$ cat config.mk
export PLATFORM = sky130hd
export DESIGN_NAME = shape_fetch_flat
export DESIGN_NICKNAME = d
export VERILOG_FILES = /design/src/rtl/shape_fetch_if.sv /design/src/rtl/shape_fetch.sv /design/src/flat_wrapper.sv
export SDC_FILE = /design/constraint.sdc
export NUM_CORES = 1
export LEC_CHECK = 0
export CORE_ASPECT_RATIO = 1.4
export CORE_MARGIN = 3
export CORE_UTILIZATION = 50
export CTS_CLUSTER_SIZE = 14
export DETAILED_ROUTE_END_ITERATION = 6
export HOLD_SLACK_MARGIN = 0.06
export MAX_ROUTING_LAYER = met4
export PLACE_DENSITY_LB_ADDON = 0.08
export RECOVER_POWER = 50
export REMOVE_ABC_BUFFERS = 1
export SYNTH_ARGS = -nofsm -noshare
export SYNTH_HDL_FRONTEND = slang
export SYNTH_SLANG_ARGS = --single-unit
$ cat constraint.sdc
create_clock -name clk -period 2.7 [get_ports clk]
set_input_delay 0.27 -clock clk [delete_from_list [all_inputs] [get_ports clk]]
set_output_delay 0.27 -clock clk [all_outputs]
set_load 0.05 [all_outputs]
$ cat src/rtl/shape_fetch_if.sv
// Bundle between shape_fetch, the shape RAM read port and the renderer.
// master = shape_fetch side, slave = RAM/renderer/controller side.
interface shape_fetch_if #(
    parameter int ADDRW = 20,
    parameter int DATAW = 12,
    parameter int CORDW = 10,
    parameter int NUMW  = DATAW
);
    logic             start;
    logic [NUMW-1:0]  count;
    logic [ADDRW-1:0] ram_address_offset;
    logic [ADDRW-1:0] ram_address;
    logic             ram_rd_en;
    logic [DATAW-1:0] ram_rdata;
    logic             out_valid;
    logic             out_ready;
    logic [NUMW-1:0]  out_id;
    logic [DATAW-1:0] out_ty;
    logic [CORDW-1:0] out_x;
    logic [CORDW-1:0] out_y;
    logic [DATAW-1:0] out_size;
    logic [DATAW-1:0] out_rotate;
    logic             busy;
    logic             done;

    modport master (
        input  start, count, ram_address_offset, ram_rdata, out_ready,
        output ram_address, ram_rd_en, out_valid, out_id, out_ty, out_x, out_y,
               out_size, out_rotate, busy, done
    );

    modport slave (
        output start, count, ram_address_offset, ram_rdata, out_ready,
        input  ram_address, ram_rd_en, out_valid, out_id, out_ty, out_x, out_y,
               out_size, out_rotate, busy, done
    );
endinterface

$ cat src/rtl/shape_fetch.sv
// Walks shape slots 0..count-1, reads five record words per slot and hands
// each non-empty record to the renderer over valid/ready.
//   state | meaning
//   IDLE  | waiting for start
//   ISSUE | five back-to-back reads, ptr 0..4
//   WAIT  | draining read latency until the ptr-4 word is captured
//   EMIT  | record presented (or skipped when type == 0)
module shape_fetch #(
    parameter int DATAB  = 3,
    parameter int CORDW  = 10,
    parameter int ADDRW  = 20,
    parameter int DATAW  = 12,
    parameter int NUMW   = DATAW,
    parameter int RD_LAT = 1
) (
    input  logic          clk,
    input  logic          rst,
    shape_fetch_if.master bus
);
    typedef enum logic [1:0] {IDLE, ISSUE, WAIT, EMIT} state_t;

    state_t           state, state_nx;
    logic [NUMW-1:0]  id, count_l, id_out;
    logic [ADDRW-1:0] offset_l;
    logic [2:0]       ptr;
    logic             done_r;
    logic [DATAW-1:0] ty_r, size_r, rot_r;
    logic [CORDW-1:0] x_r, y_r;
    logic             tag_v [RD_LAT];
    logic [2:0]       tag_p [RD_LAT];
    logic             cap_v;
    logic [2:0]       cap_p;
    logic             last, advance;

    assign cap_v   = tag_v[RD_LAT-1];
    assign cap_p   = tag_p[RD_LAT-1];
    assign last    = (id == count_l - NUMW'(1));
    assign advance = (ty_r == '0) || bus.out_ready;

    always_ff @(posedge clk) begin
        if (rst) state <= IDLE;
        else     state <= state_nx;
    end

    always_comb begin
        state_nx = state;
        case (state)
            IDLE:  if (bus.start && bus.count != '0) state_nx = ISSUE;
            ISSUE: if (ptr == 3'd4) state_nx = WAIT;
            WAIT:  if (cap_v && cap_p == 3'd4) state_nx = EMIT;
            EMIT:  if (advance) state_nx = last ? IDLE : ISSUE;
            default: state_nx = IDLE;
        endcase
    end

    always_comb begin
        bus.busy        = (state != IDLE);
        bus.ram_rd_en   = (state == ISSUE);
        bus.out_valid   = (state == EMIT) && (ty_r != '0);
        bus.done        = done_r;
        bus.ram_address = (ADDRW'(id) << DATAB) + offset_l + ADDRW'(ptr);
        bus.out_id      = id_out;
        bus.out_ty      = ty_r;
        bus.out_x       = x_r;
        bus.out_y       = y_r;
        bus.out_size    = size_r;
        bus.out_rotate  = rot_r;
    end

    always_ff @(posedge clk) begin
        if (rst) begin
            id       <= '0;
            count_l  <= '0;
            offset_l <= '0;
            ptr      <= '0;
            done_r   <= 1'b0;
            id_out   <= '0;
            ty_r     <= '0;
            x_r      <= '0;
            y_r      <= '0;
            size_r   <= '0;
            rot_r    <= '0;
            for (int i = 0; i < RD_LAT; i++) begin
                tag_v[i] <= 1'b0;
                tag_p[i] <= '0;
            end
        end else begin
            done_r <= 1'b0;
            case (state)
                IDLE: if (bus.start) begin
                    count_l  <= bus.count;
                    offset_l <= bus.ram_address_offset;
                    id       <= '0;
                    ptr      <= '0;
                    done_r   <= (bus.count == '0);
                end
                ISSUE: ptr <= (ptr == 3'd4) ? 3'd0 : ptr + 3'd1;
                WAIT:  id_out <= id;
                EMIT: if (advance) begin
                    ptr <= '0;
                    if (last) done_r <= 1'b1;
                    else      id     <= id + NUMW'(1);
                end
                default: ;
            endcase

            // Tag rides alongside the read so the returning word knows its field.
            tag_v[0] <= (state == ISSUE);
            tag_p[0] <= ptr;
            for (int i = 1; i < RD_LAT; i++) begin
                tag_v[i] <= tag_v[i-1];
                tag_p[i] <= tag_p[i-1];
            end

            if (cap_v) begin
                case (cap_p)
                    3'd0: ty_r   <= bus.ram_rdata;
                    3'd1: x_r    <= bus.ram_rdata[CORDW-1:0];
                    3'd2: y_r    <= bus.ram_rdata[CORDW-1:0];
                    3'd3: size_r <= bus.ram_rdata;
                    3'd4: rot_r  <= bus.ram_rdata;
                    default: ;
                endcase
            end
        end
    end
endmodule

$ cat src/flat_wrapper.sv
// flat-port wrapper written by rule: the top's interface ports become plain ports
module shape_fetch_flat 
#(
    parameter int DATAB  = 3,
    parameter int CORDW  = 10,
    parameter int ADDRW  = 20,
    parameter int DATAW  = 12,
    parameter int NUMW   = DATAW,
    parameter int RD_LAT = 1
)
  (clk, rst, bus_start, bus_count, bus_ram_address_offset, bus_ram_rdata, bus_out_ready, bus_ram_address, bus_ram_rd_en, bus_out_valid, bus_out_id, bus_out_ty, bus_out_x, bus_out_y, bus_out_size, bus_out_rotate, bus_busy, bus_done);
  shape_fetch_if #(.ADDRW(ADDRW), .DATAW(DATAW), .CORDW(CORDW), .NUMW(NUMW)) bus_i ();
  input  logic clk;
  input  logic rst;
  input wire logic [$bits(bus_i.start)-1:0] bus_start;
  input wire logic [$bits(bus_i.count)-1:0] bus_count;
  input wire logic [$bits(bus_i.ram_address_offset)-1:0] bus_ram_address_offset;
  input wire logic [$bits(bus_i.ram_rdata)-1:0] bus_ram_rdata;
  input wire logic [$bits(bus_i.out_ready)-1:0] bus_out_ready;
  output wire logic [$bits(bus_i.ram_address)-1:0] bus_ram_address;
  output wire logic [$bits(bus_i.ram_rd_en)-1:0] bus_ram_rd_en;
  output wire logic [$bits(bus_i.out_valid)-1:0] bus_out_valid;
  output wire logic [$bits(bus_i.out_id)-1:0] bus_out_id;
  output wire logic [$bits(bus_i.out_ty)-1:0] bus_out_ty;
  output wire logic [$bits(bus_i.out_x)-1:0] bus_out_x;
  output wire logic [$bits(bus_i.out_y)-1:0] bus_out_y;
  output wire logic [$bits(bus_i.out_size)-1:0] bus_out_size;
  output wire logic [$bits(bus_i.out_rotate)-1:0] bus_out_rotate;
  output wire logic [$bits(bus_i.busy)-1:0] bus_busy;
  output wire logic [$bits(bus_i.done)-1:0] bus_done;
  assign bus_i.start = bus_start;
  assign bus_i.count = bus_count;
  assign bus_i.ram_address_offset = bus_ram_address_offset;
  assign bus_i.ram_rdata = bus_ram_rdata;
  assign bus_i.out_ready = bus_out_ready;
  assign bus_ram_address = bus_i.ram_address;
  assign bus_ram_rd_en = bus_i.ram_rd_en;
  assign bus_out_valid = bus_i.out_valid;
  assign bus_out_id = bus_i.out_id;
  assign bus_out_ty = bus_i.out_ty;
  assign bus_out_x = bus_i.out_x;
  assign bus_out_y = bus_i.out_y;
  assign bus_out_size = bus_i.out_size;
  assign bus_out_rotate = bus_i.out_rotate;
  assign bus_busy = bus_i.busy;
  assign bus_done = bus_i.done;
  shape_fetch #(.DATAB(DATAB), .CORDW(CORDW), .ADDRW(ADDRW), .DATAW(DATAW), .NUMW(NUMW), .RD_LAT(RD_LAT)) u_core (.clk(clk), .rst(rst), .bus(bus_i));
endmodule
==> metrics.csv <==
stage;metric;value;unit
outcome;status;complete, but fails checks;
outcome;failing checks;max-capacitance violations, max-slew violations, negative setup slack;
cts;Bufs on Longest Clock Path;2;
setup_path;slowest CP cell;or4b_4;
logic_synthesis;dominant cell type by area after synthesis;dfxtp_1;
sta;achievable frequency;325.0;MHz
sta;Final Skew;0.008271;ns
sta;final hold vios;0;
job;max_cap viols;1;
setup_path;FF-to-FF Start;u_core.count_l[0]$_SDFFE_PP0P_;
setup_path;r2r setup slk;0.18;ns
cells_and_area;Area Overhead vs Synth;49.61;%
worst_hold_path;Worst Hold Path EP;u_core.offset_l[1]$_SDFFE_PP0P_;
sta;min cycle time layout;3.077;ns
sta;final count of pins violating max slew;49;
power;Design Power;6.775;mW
floorplan;FP Rows;46;
setup_path;crit-path max FO;2;
worst_hold_path;WHS Path Cells;3;
detailed_routing;1st-iter DRT viols;293;
detailed_routing;DR vias;5956;
setup_path;Worst path max stage delay;0.52;ns
detailed_routing;Residual DRC;0;
cts;worst skew pair latency;0.41;ns
logic_synthesis;Seq cells post-synth;122;
detailed_routing;Avg WL per Cell;16.47;um
place;hpwl dp;12090;um
logic_synthesis;Synth top cells by count;nand2_1 (200), dfxtp_1 (122), a21oi_1 (111);
logic_synthesis;post-synth top area share;0.4178;
global_routing;largest net degree at the start of global routing;49;
cts;CTS HTree Levels;4;
logic_synthesis;synth top area cells;dfxtp_1 (42%), nand2_1 (13%), a21oi_1 (9.5%);
cells_and_area;post-route insts no fill;1075;
setup_path;CP Capture Type;output pin;
detailed_routing;antenna viol nets, final;0;
logic_synthesis;Post-synth ARST share;0;
global_routing;antenna violations before repair;0;
detailed_routing;vias per cell;5.540;
logic_synthesis;Seq/Total Area, Yosys;0.4178;
cts;clock net sink count;122;
place;PortBufs;139;
setup_path;crit start category;flop;
global_routing;global route total overflow;0;
floorplan;Die W;97.39;um
logic_synthesis;ys flop type;dfxtp_1;
logic_synthesis;synthesized instance count;744;
place;routability cong.;0.8789;
setup_path;crit path DAT;2.81;ns
sta;Worst Slack Setup Final;-0.3769;ns
setup_path;crit-path cells;ha_4 > inv_2 > fa_2 > nor2b_2 > o21ai_2 > a21boi_2 > o211ai_1 > buf_4 > a21oi_2 > or4b_4 > nand3_4 > buf_12;
place;Placed Instances;1026;
setup_path;critical path data required time;2.43;ns
worst_hold_path;hold_sp;bus_ram_address_offset[1];
global_routing;Total Routing Usage GR;0.2665;
sta;Worst-Margin Slew;2.201;ns
sta;RSZ-0062 raised after global routing;true;
sta;max_slew headroom;-0.4671;
global_routing;first-pass GRT wire length;27680;um
cts;CTS clock-pin slew for the worst setup and hold paths;0.06;ns
power;pwr dens;774.7;nW/um2
detailed_routing;DRT Pass-1 Iters;5;
setup_path;RR Endpoint;u_core.id[5]$_SDFFE_PP0P_;
cells_and_area;layout cells sized above 1;0.1676;
setup_path;Top delay family on crit path;simple AND/OR/NAND/NOR gates;
floorplan;core area;11400;um2
cells_and_area;ANT cells;0;
cts;CTS tree;built;
floorplan;Die Span Y;133.9;um
power;Leak Pwr;3.367;nW
sta;Setup TNS Final;-3.311;ns
floorplan;# IOs;140;
logic_synthesis;number of flops mapped to enable cells by yosys;0;
power;peak supply drop;0.5485;mV
cts;cts bufs inserted;17;
logic_synthesis;Avg Synthesized Cell Area;7.857;um2
sta;Setup violations, final;13;
logic_synthesis;Yosys warning total;0;
detailed_routing;Detailed Route WL;17710;um
setup_path;CP Class;reg2out;
cts;clock root buffer;clkbuf_16;
place;Post-Place Setup Slack;-0.06405;ns
setup_path;R2R depth;12;
logic_synthesis;synthesized area;5846;um2
floorplan;die area;13040;um2
setup_path;CP Buf/Inv Count;3;
logic_synthesis;cell with the most instances after synthesis;nand2_1;
logic_synthesis;Yosys cell types;59;
sta;crit share post-route;1.140;
cells_and_area;fin nets;991;
global_routing;vias in the first global route;5921;
floorplan;initial core utilization;0.5130;
worst_hold_path;HP Class;in2reg;
[worst register-to-register path, stage by stage, from the launching register on]
cell and delay, ns:
dfxtp_1 0.44, inv_1 0.07, ha_1 0.23, nor3b_2 0.18, buf_4 0.15, and3_1 0.16
o2111ai_1 0.26, nor4_1 0.09, buf_4 0.16, a211oi_1 0.24, buf_4 0.17, a21oi_1 0.08
a31o_1 0.19
[worst max-delay path by stage]
stage / slack (ns) / cells after the start / to / from
finish: -0.38 / 12 / bus_ram_address[12] / u_core.ptr[0]$_SDFFE_PP0P_
floorplan: -1.06 / 10 / bus_ram_address[10] / u_core.ptr[0]$_SDFFE_PP0P_
global placement: 0.004 / 11 / bus_ram_address[19] / u_core.ptr[1]$_SDFFE_PP0P_
detailed placement: -0.06 / 12 / bus_ram_address[18] / u_core.ptr[0]$_SDFFE_PP0P_
global route: -0.52 / 11 / bus_ram_address[14] / u_core.ptr[0]$_SDFFE_PP0P_
CTS: -0.38 / 12 / bus_ram_address[14] / u_core.ptr[0]$_SDFFE_PP0P_
[routing by layer]
layer | share of wire | track usage
met5 | 0 | -
met4 | 0.031 | 0.1116
met3 | 0.064 | 0.07284
met1 | 0.37 | 0.2712
met2 | 0.54 | 0.4798
[state kept, by name, indices dropped and copies added, names as in the netlist]
signal                 flops
u_core.bus.done            1
u_core.bus.out_x          10
u_core.bus.out_size       12
u_core.bus.out_ty         12
u_core.count_l            12
u_core.tag_p               3
u_core.bus.out_y          10
u_core.id                 12
u_core.offset_l           20
u_core.bus.out_rotate     12
u_core.ptr                 3
u_core.tag_v               1
u_core.state               2
u_core.bus.out_id         12
[cells in the final DEF (no fill, tap or decap), drive strengths merged, types with 19 or more instances in the layout]
cell type / n
nand2: 201
dfxtp: 122
clkdlybuf4s50: 120
a21oi: 112
buf: 57
nor2: 41
inv: 29
clkbuf: 27
ha: 24
nand3: 19
[stage by stage]
stage | hold slack (ns) | util | cell area, um2
finish | 0.4079 | 0.7675 | 8746
global route | 0.4117 | 0.7675 | 8746
CTS | 0.3215 | 0.7516 | 8566
floorplan | 0.3367 | - | 5707
detailed placement | 0.4474 | 0.6729 | 7669
global placement | 0.4418 | 0.6729 | 7669
[cells by family after synthesis]
logic type / count (synthesis) / share of synthesized area
AO/OA/AOI/OAI: 163 / 0.1652
buffers and inverters: 57 / 0.03788
flip-flops: 122 / 0.4178
XOR/XNOR: 31 / 0.04645
AND/OR/NAND/NOR: 328 / 0.2468
adder cells (fa/ha/maj): 25 / 0.05479
multiplexers: 18 / 0.03104
[power by group]
| group | leakage, nW | internal (mW) | total [mW] | switching [mW] |
|---|---|---|---|---|
| clock | 0.297 | 1.50 | 2.39 | 0.892 |
| sequential | 0.991 | 1.95 | 2.09 | 0.143 |
| combinational | 2.08 | 0.935 | 2.29 | 1.36 |
[area by class of cell]
cell class | instances | area (um2)
clock buffers | 18 | 439.2
flip-flops and latches | 122 | 2450
clock inverters | 14 | 185.2
inverters | 22 | 82.58
fillers | 804 | 2650
repair buffers | 190 | 1957
multi-input cells | 565 | 3452
well taps | 144 | 180.2
[timing repair]
item / CTS / global route
resized for setup: 40 / 37
endpoints found under the setup margin: 13 / 21
setup buffers: 10 / 8
hold buffers: 0 / 0
pin swaps: 17 / 11
(Power assumes the default switching activity.)
